[src/rtl/uart_pkg.sv]
// uart_pkg: shared UART constants, receiver state encoding and parity helper.
package uart_pkg;
  localparam int DATA_BITS = 8;
  typedef enum logic [1:0] {IDLE, DATA, PARITY, STOP} rx_state_t;
  function automatic logic parity_calc(input logic [DATA_BITS-1:0] data, input logic even);
    return even ? ^data : ~^data;
  endfunction
endpackage

[src/rtl/uart_rx_sync.sv]
// uart_rx_sync: 2-flop synchroniser for the serial line, resets to idle-high.
module uart_rx_sync (
  input  logic clk,
  input  logic rst_n,
  input  logic i_d,
  output logic o_q
);
  logic [1:0] r_sync;
  always_ff @(posedge clk or negedge rst_n)
    if (!rst_n) r_sync <= 2'b11;
    else r_sync <= {r_sync[0], i_d};
  assign o_q = r_sync[1];
endmodule

[src/rtl/uart_rx.sv]
// uart_rx: one-sample-per-clock UART receiver with valid/ack holding register.
// Define UART_RX_SYNC_EN to pass rx through a 2-flop synchroniser (+2 cycles latency).
module uart_rx
  import uart_pkg::*;
(
  input  logic                 clk,
  input  logic                 rst_n,
  input  logic                 rx,
  input  logic                 parity_en,
  input  logic                 even_parity,
  input  logic                 rx_ack,
  output logic [DATA_BITS-1:0] rx_data,
  output logic                 rx_valid,
  output logic                 parity_err,
  output logic                 frame_err,
  output logic                 overrun,
  output logic                 rx_busy
);
  logic                 w_rx;
  rx_state_t            r_state;
  logic [2:0]           r_cnt;
  logic [DATA_BITS-1:0] r_shift;
  logic [DATA_BITS-1:0] r_data;
  logic                 r_par_en;
  logic                 r_even;
  logic                 r_par_bit;
  logic                 r_valid;
  logic                 r_perr;
  logic                 r_ferr;
  logic                 r_overrun;
  logic                 r_busy;
`ifdef UART_RX_SYNC_EN
  uart_rx_sync u_sync (.clk(clk), .rst_n(rst_n), .i_d(rx), .o_q(w_rx));
`else
  assign w_rx = rx;
`endif
  always_ff @(posedge clk or negedge rst_n)
    if (!rst_n) begin
      r_state   <= IDLE;
      r_cnt     <= '0;
      r_shift   <= '0;
      r_data    <= '0;
      r_par_en  <= 1'b0;
      r_even    <= 1'b0;
      r_par_bit <= 1'b0;
      r_valid   <= 1'b0;
      r_perr    <= 1'b0;
      r_ferr    <= 1'b0;
      r_overrun <= 1'b0;
      r_busy    <= 1'b0;
    end else begin
      if (rx_ack && r_valid) begin
        r_valid   <= 1'b0;
        r_overrun <= 1'b0;
      end
      case (r_state)
        IDLE: if (!w_rx) begin
          r_state  <= DATA;
          r_busy   <= 1'b1;
          r_cnt    <= '0;
          r_par_en <= parity_en;
          r_even   <= even_parity;
        end
        DATA: begin
          r_shift <= {w_rx, r_shift[DATA_BITS-1:1]};
          r_cnt   <= r_cnt + 3'd1;
          if (r_cnt == 3'd7) r_state <= r_par_en ? PARITY : STOP;
        end
        PARITY: begin
          r_par_bit <= w_rx;
          r_state   <= STOP;
        end
        STOP: begin
          r_state <= IDLE;
          r_busy  <= 1'b0;
          r_data  <= r_shift;
          r_perr  <= r_par_en && (r_par_bit != parity_calc(r_shift, r_even));
          r_ferr  <= ~w_rx;
          r_valid <= 1'b1;
          // an ack on the completing edge hands the old byte over, so no overrun
          if (r_valid && !rx_ack) r_overrun <= 1'b1;
        end
        default: r_state <= IDLE;
      endcase
    end
  assign rx_data    = r_data;
  assign rx_valid   = r_valid;
  assign parity_err = r_perr;
  assign frame_err  = r_ferr;
  assign overrun    = r_overrun;
  assign rx_busy    = r_busy;
endmodule

[config.mk]
export PLATFORM = sky130hd
export DESIGN_NAME = uart_rx
export DESIGN_NICKNAME = d
export VERILOG_FILES = /design/src/rtl/uart_pkg.sv /design/src/rtl/uart_rx_sync.sv /design/src/rtl/uart_rx.sv
export SDC_FILE = /design/constraint.sdc
export NUM_CORES = 1
export LEC_CHECK = 0
export ABC_AREA = 1
export CAP_MARGIN = 20
export CORE_MARGIN = 1
export CORE_UTILIZATION = 57
export CTS_CLUSTER_DIAMETER = 50
export CTS_CLUSTER_SIZE = 16
export DETAILED_ROUTE_END_ITERATION = 12
export PLACE_DENSITY = 0.89
export SLEW_MARGIN = 20
export SYNTH_ARGS = -nofsm -noshare
export SYNTH_HDL_FRONTEND = slang
export SYNTH_HIERARCHICAL = 1
export SYNTH_SLANG_ARGS = --single-unit
[constraint.sdc]
create_clock -name clk -period 2.8 [get_ports clk]
set_input_delay 0.7 -clock clk [delete_from_list [all_inputs] [get_ports clk]]
set_output_delay 0.7 -clock clk [all_outputs]
set_load 0.1 [all_outputs]
==> run metrics <==
Yosys warnings 6; RSZ-0062 raised after global routing false; vias in the first global route 1036; share of post-route cells with drive strength above 1 0.166; Placer Congestion 0.820; Reg clk slew, reported paths 0.08 ns; wire per inst approximately 12 um; fin util 0.711; Area Overhead vs Synth 16.5%; CP Buf/Inv Count 2; pin slew with the least headroom to its limit 0.626 ns; Final Hold Viols 0; Area contributors post-synth dfrtp_1 53%, nand2_1 14%, o21ai_1 8.0%; top_reg_cell synth dfrtp_1; outcome complete, no violations; Data required, critical path roughly 3 ns; Clock Path Buffers 2; Die ar. ~2600 sq um; cells on worst reg2reg path 6; ANT cells 0; CTS tree built; nets 193; Via Count between 1000 and 1500; Worst Path Arrival 1.97 ns; R2R Path End r_state[1]; Seq/Total Area, Yosys 0.527; Post-CTS Setup Inserts 0; post-route cell area 1600 sq um; global-route wire length before repair 4.35 mm; family with the most delay on the worst path adder cells; drt initial violations 25; WS Path Type flip-flop to flip-flop; Yosys top cell area share 0.527; top cells by count, synth 52 x nand2_1, 29 x dfrtp_1, 22 x o21ai_1; Mapped Nets 171; Sink Count 29; final std cells w/o fill 209; TNS Setup 0 ns; first drt pass iteration count 4; vias per cell 5.11; syn_area_per_cell slightly below 9 sq um; post-CTS resize count 0; Final Skew 0.00454 ns; Detailed Place HPWL 1.78 mm; Worst Hold Class flip-flop to flip-flop; Peak Freq around 580 MHz; Slew Viols, Final 0; ANT nets after route 0; Worst Setup EP r_state[1]; initial antenna violation count 0; number of flops mapped to enable cells by yosys 0; worst r2r src r_state[1]; crit end category flip-flop; Synth Register Bits 29; root buffer cell clkbuf_4; Setup violations, final 0; CTS Buf Count 5; H-Tree Depth 2; fin crit share 0.614; Placeable Area 2250 sq um; fraction of registers with async set/reset 1.00; CP Launch Type flip-flop; storage element area 726 sq um; Post-Syn Area between 1000 and 1500 sq um; # port buffers 18; number of max-cap violations 0; Crit. Startpoint r_state[1]; Slowest Stage Delay on Critical Path 0.56 ns; hold-fix buffers at CTS 0; area leader, netlist dfrtp_1; Ports 19; cell depth of the worst setup path 6; CP max stage cell ha_1; Fill cells 169; fin crit period ~1.7 ns; row cnt 17; CP Max Fanout 18; area of the multi-input gates between 500 and 600 sq um; CP Cell Sequence inv_1, ha_1, inv_2, o21ai_1, nor2_1, a21oi_1; Synth cell types 19; dpl cells 202; most common cell in the synthesized netlist nand2_1; Die Y 51.1 um; clock latency on the worst-skew pair 0.32 ns; die width 51.1 um; DP Area 1550 sq um; total congestion overflow 0; Syn Inst Count 159; flop-to-flop setup slack between 1 and 1.5 ns; all-layer global routing usage 0.238; Slew HR 0.583; initial core utilization 0.610; Total Routed Length 2.48 mm; detailed-route DRC error count 0; largest net degree at the start of global routing 30
tightest hold or removal path: cells and delay by family, from the launching register on:
family / cells / cell delay [ns]
flops: 1 / 0.35
simple gates: 2 / 0.10
stage by stage:
step	worst slack (ns)	hold slack (ns)
floorplan	1.17	0.404
global placement	1.02	0.469
detailed placement	0.977	0.471
CTS	1.06	0.492
global route	0.857	0.525
finish	1.08	0.489
kinds of logic after synthesis:
family	after synthesis	share of synthesized area
buffers and inverters	26	0.0918
AOI/OAI and AO/OA	31	0.117
DFF	29	0.527
and+or+nand+nor	62	0.175
adders and majority gates	6	0.0545
xor gates and xnor gates	4	0.0255
muxes	1	0.00818
routing by layer:
metal  vias to the layer above  global-route usage  share of wire
met5                         -                   0              0
met4                         0               0.120          0.019
met3                         5              0.0893          0.046
met2                        26               0.404           0.52
met1                       498               0.258           0.41
li1                        539                   -              -
flip-flops by register name (all words and copies together), names as in the netlist, named ones only:
name	flops
rx_busy	1
r_state	2
rx_valid	1
r_cnt	3
r_shift	8
frame_err	1
rx_data	8
r_par_en	1
parity_err	1
r_even	1
r_par_bit	1
how the worst min path moves through the flow:
stage                     from                    endpoint  slack [ns]  cells after the start
floorplan                rst_n  asynchronous set/reset pin        0.40                      0
global placement      r_cnt[0]                    r_cnt[0]        0.47                      1
detailed placement  parity_err                  parity_err        0.47                      2
CTS                 parity_err                  parity_err        0.49                      2
global route        rx_data[4]                  rx_data[4]        0.53                      2
finish              parity_err                  parity_err        0.49                      2
layout by cell type (no fill, tap or decap):
cell type / instances
nand2_1: 52
dfrtp_1: 29
o21ai_1: 22
inv_1: 14
buf_4: 14
inv_2: 7
a21oi_1: 6
ha_1: 6
nand3_1: 5
clkbuf_4: 5
clkdlybuf4s50_1: 5
nor2_1: 4
xor2_1: 2
xnor2_1: 2
o22ai_1: 1
a211oi_1: 1
a21o_1: 1
mux2_2: 1
nand2_2: 1
clkinv_16: 1
clkbuf_8: 1
clkbuf_1: 1
layout make-up:
class,count,share of cell area
sequential,29,0.452
inverter,22,0.0679
tap,28,0.0218
clock buffer,7,0.0343
multi-input combinational,104,0.327
timing repair buffer,19,0.0967
Power is not shown: default switching activity piles up to over one toggle a cycle in this logic, so the estimate is an artifact.
